[src/rtl/afe_buf_udma_reader.sv]
// Read side of the AFE sample buffer: issues buffer reads against a credit
// budget and delivers the returning SRAM words to the uDMA RX channel.
module afe_buf_udma_reader #(
    parameter int DWIDTH     = 32,
    parameter int FIFO_DEPTH = 4,
    parameter int CWIDTH     = 16
) (
    input  logic                          clk_i,
    input  logic                          rst_i,
    input  logic                          en_i,
    input  logic                          clr_i,
    input  logic                          buf_read_valid_i,
    output logic                          buf_vtransfer_o,
    input  logic [DWIDTH-1:0]             mem_rdata_i,
    output logic [DWIDTH-1:0]             udma_data_o,
    output logic                          udma_valid_o,
    input  logic                          udma_ready_i,
    output logic [$clog2(FIFO_DEPTH):0]   fifo_level_o,
    output logic [CWIDTH-1:0]             words_done_o,
    output logic                          busy_o
);

    localparam int AW  = $clog2(FIFO_DEPTH);
    localparam int LW  = AW + 1;
    localparam int LW1 = LW + 1;
    localparam logic [LW-1:0] FULL_C   = LW'(FIFO_DEPTH);
    localparam logic [LW:0]   CREDIT_C = LW1'(FIFO_DEPTH);

    typedef enum logic [1:0] {
        IDLE  = 2'd0,
        RUN   = 2'd1,
        DRAIN = 2'd2
    } state_t;

    state_t            state_q, state_d;
    logic [LW-1:0]     count_q, count_d;
    logic [AW-1:0]     wr_ptr_q, wr_ptr_d;
    logic [AW-1:0]     rd_ptr_q, rd_ptr_d;
    logic              inflight_q, inflight_d;
    logic [CWIDTH-1:0] words_q, words_d;
    logic [DWIDTH-1:0] mem_q [FIFO_DEPTH];

    logic          issue;
    logic          push;
    logic          pop;
    logic          empty;
    logic          full;
    logic [LW:0]   credit;

    // A read in flight already owns a FIFO slot, so it counts against the budget.
    assign credit = {1'b0, count_q} + {{LW{1'b0}}, inflight_q};
    assign empty  = (count_q == '0);
    assign full   = (count_q == FULL_C);
    assign issue  = (state_q == RUN) & en_i & buf_read_valid_i & ~clr_i & (credit < CREDIT_C);
    assign push   = inflight_q & ~clr_i;
    assign pop    = ~empty & udma_ready_i;

    always_comb begin
        state_d    = state_q;
        words_d    = words_q;
        count_d    = count_q;
        wr_ptr_d   = wr_ptr_q;
        rd_ptr_d   = rd_ptr_q;
        inflight_d = issue;

        if (pop) begin
            words_d  = words_q + CWIDTH'(1);
            rd_ptr_d = rd_ptr_q + AW'(1);
        end
        if (push) begin
            wr_ptr_d = wr_ptr_q + AW'(1);
        end
        unique case ({push, pop})
            2'b10:   count_d = count_q + LW'(1);
            2'b01:   count_d = count_q - LW'(1);
            default: count_d = count_q;
        endcase

        unique case (state_q)
            IDLE: begin
                if (en_i) begin
                    state_d = RUN;
                    words_d = '0;
                end
            end
            RUN: begin
                if (!en_i) begin
                    state_d = DRAIN;
                end
            end
            DRAIN: begin
                if (en_i) begin
                    state_d = RUN;
                end else if (empty && !inflight_q) begin
                    state_d = IDLE;
                end
            end
            default: state_d = IDLE;
        endcase

        // Flush overrides everything, including a read returning this cycle.
        if (clr_i) begin
            state_d    = IDLE;
            words_d    = '0;
            count_d    = '0;
            wr_ptr_d   = '0;
            rd_ptr_d   = '0;
            inflight_d = 1'b0;
        end
    end

    always_ff @(posedge clk_i or posedge rst_i) begin
        if (rst_i) begin
            state_q    <= IDLE;
            count_q    <= '0;
            wr_ptr_q   <= '0;
            rd_ptr_q   <= '0;
            inflight_q <= 1'b0;
            words_q    <= '0;
        end else begin
            state_q    <= state_d;
            count_q    <= count_d;
            wr_ptr_q   <= wr_ptr_d;
            rd_ptr_q   <= rd_ptr_d;
            inflight_q <= inflight_d;
            words_q    <= words_d;
        end
    end

    always_ff @(posedge clk_i) begin
        if (push) begin
            mem_q[wr_ptr_q] <= mem_rdata_i;
        end
    end

    push_into_full_a: assert property (@(posedge clk_i) disable iff (rst_i) !(push && full));

    assign buf_vtransfer_o = issue;
    assign udma_valid_o    = ~empty;
    assign udma_data_o     = empty ? '0 : mem_q[rd_ptr_q];
    assign fifo_level_o    = count_q;
    assign words_done_o    = words_q;
    assign busy_o          = (state_q != IDLE);

endmodule

[config.mk]
export PLATFORM = sky130hd
export DESIGN_NAME = afe_buf_udma_reader
export DESIGN_NICKNAME = d
export VERILOG_FILES = /design/src/rtl/afe_buf_udma_reader.sv
export SDC_FILE = /design/constraint.sdc
export NUM_CORES = 1
export LEC_CHECK = 0
export BUFFER_PORTS_ARGS = -buffer_cell sky130_fd_sc_hd__buf_2
export CORE_AREA = 3 3 128 130
export CTS_BUF_LIST = sky130_fd_sc_hd__clkbuf_16
export CTS_CLUSTER_DIAMETER = 40
export DETAILED_ROUTE_END_ITERATION = 10
export DIE_AREA = 0 0 131 133
export GPL_ROUTABILITY_DRIVEN = 0
export PLACE_DENSITY_LB_ADDON = 0.1
export RECOVER_POWER = 100
export SYNTH_ARGS = -nofsm -noshare
export SYNTH_HDL_FRONTEND = slang
export SYNTH_SLANG_ARGS = --single-unit
[constraint.sdc]
create_clock -name clk_i -period 5.2 [get_ports clk_i]
set_input_delay 0.52 -clock clk_i [delete_from_list [all_inputs] [get_ports clk_i]]
set_output_delay 0.52 -clock clk_i [all_outputs]
set_load 0.01 [all_outputs]
==> results.sh <==
export IMPL_status="complete, but fails checks"
export IMPL_violations="max-capacitance violations, max-slew violations"
export IMPL_startpoint="rd_ptr_q[0]$_DFFE_PP0P_"
export IMPL_min_from="en_i"
export IMPL_cp_arrival_ns=2.84
export IMPL_syn_inst=347
export IMPL_synth_top_cell_area_share_pct=61.8
export IMPL_holdWs_ns=0.308
export IMPL_final_nets=488
export IMPL_p_int_mw=2.28
export IMPL_synth_distinct_cells=34
export IMPL_drt_initial_drc_count=198
export IMPL_maxCapViolations=4
export IMPL_grt_start_max_net_pins=34
export IMPL_pwr_share_comb_pct=19.4
export IMPL_clk_latency_ns=0.41
export IMPL_post_drt_wl_per_cell_um=18.1
export IMPL_post_route_drc_count=0
export IMPL_hold_class="input pin to flip-flop"
export IMPL_cp_start_kind="flip-flop"
export IMPL_yosysWarningCount=0
export IMPL_crit_type="flip-flop to primary output"
export IMPL_fp_dieArea_mm2=0.0174
export IMPL_power_share_clock_pct=35.5
export IMPL_netlist_area_mm2=0.00621
export IMPL_antenna_found_initial=0
export IMPL_power_density_mw_per_mm2=427
export IMPL_cp_slowest_stage_delay_ns=1.05
export IMPL_io_buffers=91
export IMPL_cp_max_fo=18
export IMPL_worstPathRequired_ns=4.68
export IMPL_clk_pin_slew_ns=0.05
export IMPL_avgSynthCellArea_um2=17.9
export IMPL_finalWirelength_mm=12.1
export IMPL_hold_viol=0
export IMPL_drtAntennaViolNets=0
export IMPL_crit_family="flip-flops"
export IMPL_cts_sinks=154
export IMPL_synthTopCellsByArea="edfxtp_1, mux4_2, dfrtp_1"
export IMPL_cts_resized=0
export IMPL_die_w_um=131
export IMPL_setup_tns_ns=0
export IMPL_cts_root_buf="clkbuf_16"
export IMPL_pwr_share_seq_pct=45.1
export IMPL_timing_rr_end="mem_q[3][29]$_DFFE_PP_"
export IMPL_num_fill_cells=1363
export IMPL_ys_seq_area_share_pct=72.3
export IMPL_placed_area_mm2=0.00690
export IMPL_reg2reg_slack_ns=2.06
export IMPL_path_cells="buf_4 > mux4_2 > and2_0 > buf_2"
export IMPL_critPathBufInv=2
export IMPL_crit_end="udma_data_o[14]"
export IMPL_setup_violations=0
export IMPL_p_leak_nw=2.44
export IMPL_syn_nets=391
export IMPL_reg2reg_depth=2
export IMPL_viasPerCell=4.93
export IMPL_crit_cells=4
export IMPL_crit_path_end_kind="primary output"
export IMPL_vias=3291
export IMPL_peakVddDrop_mv=0.240
export IMPL_cts_buffer_depth=2
export IMPL_first_pass_iters=4
export IMPL_design_area_mm2=0.00732
export IMPL_cts_tree="yes"
export IMPL_htreeDepth=4
export IMPL_grt_pass1_vias=3480
export IMPL_core_rowCount=45
export IMPL_ys_seq_elements=154
export IMPL_dpl_hpwl_mm=7.37
export IMPL_period_share_pct=64.7
export IMPL_grt_pass1_wl_mm=19.2
export IMPL_core_area_mm2=0.0153
export IMPL_cts_setup_buffers=0
export IMPL_grt_total_usage_pct=14.8
export IMPL_rr_startpoint="inflight_q$_DFF_PP0_"
export IMPL_rsz0062_at_grt="no"
export IMPL_power_share_switching_pct=27.2
export IMPL_synth_area_leader_cell="edfxtp_1"
export IMPL_cts_inserted_buffers=17
export IMPL_slew_headroom_pct=-67.9
export IMPL_final_core_util_pct=48.0
export IMPL_antenna_cells=0
export IMPL_drive_above_1_share_pct=20.4
export IMPL_setup_ws_ns=1.84
export IMPL_slew_violations=132
export IMPL_hold_buffers=0
export IMPL_fmax_ghz=0.297
export IMPL_globalRouteOverflowTotal=0
export IMPL_tightest_slew_ns=2.52
export IMPL_fin_worst_skew_ns=0.00956
export IMPL_start_util_pct=40.7
export IMPL_synthToLayoutAreaGrowth_pct=17.9
export IMPL_power_switching_mw=0.849
export IMPL_preCtsSetupSlack_ns=2.53
export IMPL_fin_crit_ns=3.36
export IMPL_pin_count=92
export IMPL_dieHeight_um=133
export IMPL_critPathSlowestCell="dfrtp_1"
## registers in the layout, indices dropped and copies added (netlist names)
signal        count
wr_ptr_q          2
words_done_o     16
mem_q           128
state_q           2
rd_ptr_q          2
inflight_q        1
fifo_level_o      3
## Yosys cell counts
library cell / number
or4_4: 1
nand2b_1: 3
xor2_1: 4
o31ai_2: 1
nand4_4: 1
o311ai_0: 1
xnor2_1: 13
or3_1: 2
a211oi_1: 1
mux4_2: 32
and2_1: 37
dfrtp_1: 26
nand4_1: 4
edfxtp_1: 128
and3_1: 1
or3_2: 1
nor3_1: 6
or4_1: 1
o31ai_1: 1
o21ai_0: 3
or2_2: 2
buf_2: 3
nand2_1: 6
a21oi_1: 4
fa_1: 1
nor4_1: 6
mux2i_1: 4
ha_1: 5
inv_1: 7
nand3_1: 4
clkbuf_1: 13
nor2_1: 22
nor2b_1: 2
a21o_1: 1
## routing by layer
layer  track usage [%]  up-vias  wire length, um
met2              23.0       68             5910
met4              5.66        0              186
met1              19.6     1678             5410
met5                 0        -                0
met3              4.52       15              587
li1                  -     1530                -
## how the worst min path moves through the flow
stage                                  end  slack (ns)  depth (start not counted)
finish              state_q[1]$_DFFE_PP0P_        0.31                          2
global route        state_q[1]$_DFFE_PP0P_        0.30                          2
CTS                 state_q[1]$_DFFE_PP0P_        0.29                          2
detailed placement  state_q[0]$_DFFE_PP0P_        0.48                          1
global placement    state_q[0]$_DFFE_PP0P_        0.47                          1
floorplan           state_q[0]$_DFFE_PP0P_        0.45                          1
## metrics by stage
| stage | std cells | power, mW |
|---|---|---|
| after global routing | 668 | 3.29 |
| after floorplan | 347 | 1.83 |
| final | 668 | 3.13 |
| after CTS | 668 | 3.20 |
| after detailed placement | 636 | 2.09 |
| after global placement | 636 | 2.09 |
## cell type report
class | count | area [um^2] | area share, %
clock inverters | 15 | 113 | 1.54
multi-input cells | 170 | 1610 | 22.0
well taps | 211 | 264 | 3.60
clock buffers | 17 | 425 | 5.81
inverters | 7 | 26.3 | 0.359
repair buffers | 94 | 390 | 5.33
flip-flops and latches | 154 | 4500 | 61.4
## layout by cell type, fill, tap and decap left out, drive strengths merged
cell	n
xnor2	13
or4	2
clkinvlp	4
buf	28
nand4	5
fa	1
xor2	4
mux2i	4
nor2b	2
o311ai	1
nand2b	3
bufinv	1
nand2	6
nor2	22
nor4	6
inv	9
clkbuf	83
ha	5
a21o	1
o31ai	2
dfrtp	26
or3	3
edfxtp	128
o21ai	3
and3	1
or2	2
a21oi	4
a211oi	1
clkinv	8
mux4	32
nor3	6
and2	37
nand3	4
## power by group through the flow
stage          clock, mW  sequential, mW  combinational, mW
2_1_floorplan          0            1.40              0.428
3_3_place_gp           0            1.44              0.647
3_5_place_dp           0            1.44              0.650
4_1_cts             1.14            1.42              0.653
5_1_grt             1.19            1.42              0.677
6_report            1.11            1.41              0.606
## worst reg2reg max path, cell delays in order (launching register included)
cell and delay [ns]:
dfrtp_1 0.50, nor2b_1 0.31, and2_0 1.89
## cells by family (layout without fill, tap and decap cells)
family,after synthesis,in the layout,synth area share (%)
AO/OA/AOI/OAI,12,12,1.27
XOR/XNOR,17,17,2.40
adder cells (fa/ha/maj),6,6,1.33
buffers and inverters,23,133,1.45
flip-flops,154,154,72.3
multiplexers,36,36,12.2
AND/OR/NAND/NOR,99,99,9.00
(Power assumes the default switching activity.)
